<file path="src/rtl/key_debounce_multi.sv">
// Multi-channel push-button conditioner: synchroniser, symmetric debounce,
// level output plus press/release/long/auto-repeat pulses per key.
//
// state      | meaning
// -----------+------------------------------------------------------------
// ST_IDLE    | key released (debounced level 0)
// ST_PRESSED | key held, hold_cnt counting toward the long-press threshold
// ST_LONG    | long press reached, rep_cnt pacing auto-repeat pulses
module key_debounce_multi #(
   parameter int N_KEYS     = 4,
   parameter int DEB_CNT    = 1_000_000,
   parameter int LONG_CYC   = 50_000_000,
   parameter int REPEAT_CYC = 10_000_000,
   parameter bit REPEAT_EN  = 1'b1,
   parameter bit ACTIVE_LOW = 1'b1
) (
   input  logic              clk,
   input  logic              rst,
   input  logic [N_KEYS-1:0] key,
   output logic [N_KEYS-1:0] key_state,
   output logic [N_KEYS-1:0] press_pulse,
   output logic [N_KEYS-1:0] release_pulse,
   output logic [N_KEYS-1:0] long_pulse,
   output logic [N_KEYS-1:0] repeat_pulse,
   output logic              any_press
);

   localparam int DEB_W    = $clog2(DEB_CNT);
   localparam int HOLD_MAX = (LONG_CYC > REPEAT_CYC) ? LONG_CYC : REPEAT_CYC;
   localparam int HOLD_W   = $clog2(HOLD_MAX);

   localparam logic [DEB_W-1:0]  DEB_LAST  = DEB_W'(DEB_CNT - 1);
   localparam logic [HOLD_W-1:0] LONG_LAST = HOLD_W'(LONG_CYC - 1);
   localparam logic [HOLD_W-1:0] REP_LAST  = HOLD_W'(REPEAT_CYC - 1);
   localparam logic              RAW_IDLE  = ACTIVE_LOW;

   typedef enum logic [1:0] {
      ST_IDLE    = 2'd0,
      ST_PRESSED = 2'd1,
      ST_LONG    = 2'd2
   } key_st_t;

   for (genvar i = 0; i < N_KEYS; i++) begin : g_key
      logic              sync1, sync2, s;
      logic              lvl, lvl_nxt, accept;
      logic [DEB_W-1:0]  deb_cnt, deb_cnt_nxt;
      logic [HOLD_W-1:0] hold_cnt, hold_cnt_nxt;
      logic [HOLD_W-1:0] rep_cnt, rep_cnt_nxt;
      key_st_t           state, state_nxt;
      logic              press_q, release_q, long_q, repeat_q;
      logic              press_nxt, release_nxt, long_nxt, repeat_nxt;

      always_ff @(posedge clk or negedge rst) begin
         if (!rst) begin
            sync1 <= RAW_IDLE;
            sync2 <= RAW_IDLE;
         end else begin
            sync1 <= key[i];
            sync2 <= sync1;
         end
      end

      assign s      = sync2 ^ ACTIVE_LOW;
      assign accept = (s != lvl) && (deb_cnt == DEB_LAST);

      // Counters advance only while the synchronised input agrees with the
      // pressed level, so a release bounce freezes long/repeat timing.
      always_comb begin
         deb_cnt_nxt  = '0;
         lvl_nxt      = lvl;
         state_nxt    = state;
         hold_cnt_nxt = hold_cnt;
         rep_cnt_nxt  = rep_cnt;
         press_nxt    = 1'b0;
         release_nxt  = 1'b0;
         long_nxt     = 1'b0;
         repeat_nxt   = 1'b0;
         if ((s != lvl) && !accept) deb_cnt_nxt = deb_cnt + DEB_W'(1);
         if (accept) lvl_nxt = ~lvl;
         case (state)
            ST_IDLE: begin
               if (accept) begin
                  state_nxt    = ST_PRESSED;
                  hold_cnt_nxt = '0;
                  rep_cnt_nxt  = '0;
                  press_nxt    = 1'b1;
               end
            end
            ST_PRESSED: begin
               if (accept) begin
                  state_nxt    = ST_IDLE;
                  hold_cnt_nxt = '0;
                  rep_cnt_nxt  = '0;
                  release_nxt  = 1'b1;
               end else if (s) begin
                  if (hold_cnt == LONG_LAST) begin
                     state_nxt   = ST_LONG;
                     rep_cnt_nxt = '0;
                     long_nxt    = 1'b1;
                  end else begin
                     hold_cnt_nxt = hold_cnt + HOLD_W'(1);
                  end
               end
            end
            ST_LONG: begin
               if (accept) begin
                  state_nxt    = ST_IDLE;
                  hold_cnt_nxt = '0;
                  rep_cnt_nxt  = '0;
                  release_nxt  = 1'b1;
               end else if (s && REPEAT_EN) begin
                  if (rep_cnt == REP_LAST) begin
                     rep_cnt_nxt = '0;
                     repeat_nxt  = 1'b1;
                  end else begin
                     rep_cnt_nxt = rep_cnt + HOLD_W'(1);
                  end
               end
            end
            default: begin
               state_nxt    = ST_IDLE;
               hold_cnt_nxt = '0;
               rep_cnt_nxt  = '0;
            end
         endcase
      end

      always_ff @(posedge clk or negedge rst) begin
         if (!rst) begin
            state     <= ST_IDLE;
            lvl       <= 1'b0;
            deb_cnt   <= '0;
            hold_cnt  <= '0;
            rep_cnt   <= '0;
            press_q   <= 1'b0;
            release_q <= 1'b0;
            long_q    <= 1'b0;
            repeat_q  <= 1'b0;
         end else begin
            state     <= state_nxt;
            lvl       <= lvl_nxt;
            deb_cnt   <= deb_cnt_nxt;
            hold_cnt  <= hold_cnt_nxt;
            rep_cnt   <= rep_cnt_nxt;
            press_q   <= press_nxt;
            release_q <= release_nxt;
            long_q    <= long_nxt;
            repeat_q  <= repeat_nxt;
         end
      end

      assign key_state[i]     = lvl;
      assign press_pulse[i]   = press_q;
      assign release_pulse[i] = release_q;
      assign long_pulse[i]    = long_q;
      assign repeat_pulse[i]  = repeat_q;
   end

   always_ff @(posedge clk or negedge rst) begin
      if (!rst) any_press <= 1'b0;
      else      any_press <= |press_pulse;
   end

endmodule

</file>
<file path="config.mk">
export PLATFORM = sky130hd
export DESIGN_NAME = key_debounce_multi
export DESIGN_NICKNAME = d
export VERILOG_FILES = /design/src/rtl/key_debounce_multi.sv
export SDC_FILE = /design/constraint.sdc
export NUM_CORES = 1
export LEC_CHECK = 0
export CORE_MARGIN = 2
export CORE_UTILIZATION = 25
export DETAILED_ROUTE_END_ITERATION = 6
export DONT_BUFFER_PORTS = 1
export PLACE_DENSITY_LB_ADDON = 0.08
export RECOVER_POWER = 100
export SETUP_SLACK_MARGIN = 0.15
export SYNTH_ARGS = -nofsm -noshare
export SYNTH_HDL_FRONTEND = slang
export SYNTH_SLANG_ARGS = --single-unit
export TNS_END_PERCENT = 1
</file>
<file path="constraint.sdc">
create_clock -name clk -period 7.72 [get_ports clk]
set_input_delay 1.544 -clock clk [delete_from_list [all_inputs] [get_ports clk]]
set_output_delay 1.544 -clock clk [all_outputs]
set_load 0.01 [all_outputs]
</file>
==> flow_metrics.py <==
metrics = {
    "sta": {
        "hold_violations": 0,
        "drv_slew": 224,
        "fin_crit_sh": 0.667,
        "worst_clock_skew_ps": 30.2,
        "fmax_mhz": 194,
        "slew_headroom": -1.03,
        "worstMarginPinSlew_ps": 3030,
        "setup_viol": 0,
        "tns_ps": 0,
        "rsz0062_at_grt": "false",
        "layout_min_cycle_time_ps": 5150,
    },
    "logic_synthesis": {
        "ys_types": 70,
        "yosysMostFrequentCell": "dfrtp_1",
        "synth_area_leader_cell": "dfrtp_1",
        "synth_seq_cells": 325,
        "synth_area_per_cell_um2": 8.81,
        "netlist_instances": 2030,
        "yosysSeqAreaShare": 0.455,
        "ys.flop_type": "dfrtp_1",
        "synth_edf_count": 0,
        "yosysWarningCount": 0,
        "synthesis.nets": 2060,
        "synthTopCellsByCount": "dfrtp_1, nor2_1, o21ai_0",
        "synthArstFlopShare": 1.00,
        "yosysTopAreaCellShare": 0.443,
        "netlist_area_um2": 17900,
        "synth_area_leaders": "dfrtp_1, o21ai_0, nor2_1, nand3_1, nand2_1",
    },
    "die": {
        "coreArea_um2": 71100,
        "die_area_um2": 73700,
        "io_pins": 27,
        "start_util": 0.252,
        "fp-row-count": 98,
        "chipWidth_um": 271,
        "die_h_um": 271,
    },
    "clock_network": {
        "cts.reportedPaths.clkPinSlew_ps": 60,
        "post_cts_resized": 0,
        "cts_tree": "done",
        "insertion_delay_ps": 580,
        "htreeDepth": 2,
        "numCtsBuffers": 45,
        "cts_sinks": 325,
        "cts.path.max_buffers": 3,
        "post_cts.repair.setup_buffers": 0,
        "hold_buffers": 0,
        "root_buffer": "clkbuf_16",
    },
    "worst_setup_path": {
        "cp-start-kind": "flop",
        "cp.required_ps": 8140,
        "max_stage_delay_ps": 2310,
        "cp-end-kind": "flop",
        "cp_max_fo": 26,
        "cp.arrival_ps": 5570,
        "critPathSlowestCell": "o31ai_1",
        "crit_chain": "or4b_1 -> or4_1 -> o31ai_1 -> or2_1 -> o21ai_0",
        "crit_family": "compound AO/OA/AOI/OAI gates",
        "critical_path_buf_inv_count": 0,
        "crit_type": "flop to flop",
    },
    "cells_and_area": {
        "nets": 2003,
        "antenna_cells": 0,
        "fillers": 7552,
        "drive_gt1_frac": 0.0488,
        "syn2layout_area_growth_pct": 12.2,
    },
    "power_and_ir_drop": {
        "ir_worst_vdd_mv": 0.111,
        "leakage_nw": 7.83,
        "p_total_w": 0.00379,
        "cellPowerDensity_nw_per_um2": 189,
    },
    "route": {
        "first_pass_iters": 5,
        "drc_errors": 0,
        "via_per_inst": 5.11,
        "vias": 15100,
        "wire_per_inst_um": 16.4,
        "drtAntennaViolNets": 0,
        "drt_iter0_markers": 985,
        "drt-total-wl_um": 48600,
    },
    "status": {
        "status": "complete, but fails checks",
        "violations": "capacitance limit, slew limit",
    },
    "grt": {
        "grt.total_usage": 0.132,
        "grt-ovfl-total": 0,
        "grt_max_degree": 326,
        "grt_pass1_wl_um": 81500,
        "grt_pass1_vias": 14900,
        "antenna_found_initial": 1,
    },
    "place": {
        "io_buffer_count": 0,
        "place.gp.congestion": 0.750,
        "dp_hpwl_um": 29700,
    },
    "run": {
        "cap_violations": 3,
    },
    "worst_hold_path": {
        "hold_path_class": "flop to flop",
    },
}
path summary, 6_finish.rpt:
path                       cells past startpoint                      startpoint                                end  slack (ps)
min reg2reg                                    0        g_key[2].sync1$_DFF_PN1_           g_key[2].sync2$_DFF_PN1_         360
min in group asynchronous                      0                             rst   g_key[1].rep_cnt[23]$_DFFE_PN0P_         670
max in group asynchronous                      0                             rst   g_key[2].rep_cnt[22]$_DFFE_PN0P_        5570
max reg2reg                                    5  g_key[0].deb_cnt[10]$_DFF_PN0_  g_key[0].hold_cnt[18]$_DFFE_PN0P_        2570
max                                            5  g_key[0].deb_cnt[10]$_DFF_PN0_  g_key[0].hold_cnt[18]$_DFFE_PN0P_        2570
min                                            0        g_key[2].sync1$_DFF_PN1_           g_key[2].sync2$_DFF_PN1_         360
cells in the final DEF, fill, tap and decap left out, drive strengths merged, types with 9 or more instances in the layout:
| master | count |
|---|---|
| nor4b | 13 |
| inv | 41 |
| a41oi | 13 |
| xor2 | 50 |
| and2 | 22 |
| nand3 | 129 |
| nand3b | 18 |
| clkinv | 9 |
| and3 | 52 |
| o21ai | 189 |
| clkbuf | 81 |
| nand4 | 71 |
| a31oi | 57 |
| nand2 | 157 |
| xnor2 | 25 |
| nor2 | 226 |
| a211oi | 9 |
| a21oi | 95 |
| o41ai | 19 |
| o31ai | 57 |
| nor3b | 10 |
| nor2b | 15 |
| nand2b | 17 |
| or3 | 32 |
| nor4 | 33 |
| and4 | 23 |
| or4 | 29 |
| nor3 | 50 |
| ha | 24 |
| o211ai | 25 |
| dfrtp | 317 |
where the power goes:
group,switching [W],internal [W]
sequential,0.00000860,0.00171
combinational,0.0000131,0.00000624
clock,0.000817,0.00123
total,0.000838,0.00295
metal layers:
| layer | up-vias | global-route usage | share of wire |
|---|---|---|---|
| met3 | 62 | 0.0240 | 0.038 |
| met2 | 205 | 0.208 | 0.45 |
| li1 | 7387 | - | - |
| met1 | 7461 | 0.185 | 0.49 |
| met5 | - | 0 | 0 |
| met4 | 0 | 0.0373 | 0.020 |
area by class of cell:
cell class | instances | area (µm²) | area share
repair buffers | 17 | 93.8 | 0.00468
clock inverters | 11 | 90.1 | 0.00449
well taps | 950 | 1190 | 0.0592
inverters | 41 | 154 | 0.00767
multi-input cells | 1543 | 9040 | 0.451
flip-flops and latches | 325 | 8140 | 0.406
clock buffers | 72 | 1350 | 0.0673
through the flow:
stage	util	instances	setup slack, ps	cell area [µm²]	hold slack (ps)
4_1_cts	0.284	2959	3850	20200	359
5_1_grt	0.282	2959	2030	20100	362
6_report	0.282	2959	2570	20100	358
3_5_place_dp	0.263	2876	3870	18700	348
2_1_floorplan	-	2030	4950	17900	345
3_3_place_gp	0.263	2876	3920	18700	348
kinds of logic (layout without fill, tap and decap cells):
logic type	after synthesis	in the layout	synth area share
multiplexers	5	5	0.00287
flip-flops	325	325	0.455
XOR/XNOR	75	75	0.0367
adder cells (fa/ha/maj)	24	24	0.0168
AND/OR/NAND/NOR	926	926	0.271
AO/OA/AOI/OAI	513	513	0.178
buffers and inverters	162	141	0.0397
worst register-to-register path, cell delays in order (launching register included):
cell	delay (ps)
dfrtp_1	440
or4b_1	540
or4_1	530
o31ai_1	2310
or2_1	940
o21ai_0	230
registers in the layout (all words and copies together), names as in the netlist:
signal / flops
g_key.repeat_q: 4
g_key.deb_cnt: 80
g_key.lvl: 4
g_key.state: 8
g_key.sync2: 4
g_key.release_q: 4
g_key.sync1: 4
g_key.long_q: 4
g_key.hold_cnt: 104
g_key.rep_cnt: 104
any_press: 1
g_key.press_q: 4
Note: power is estimated with default switching activity, not from simulation.
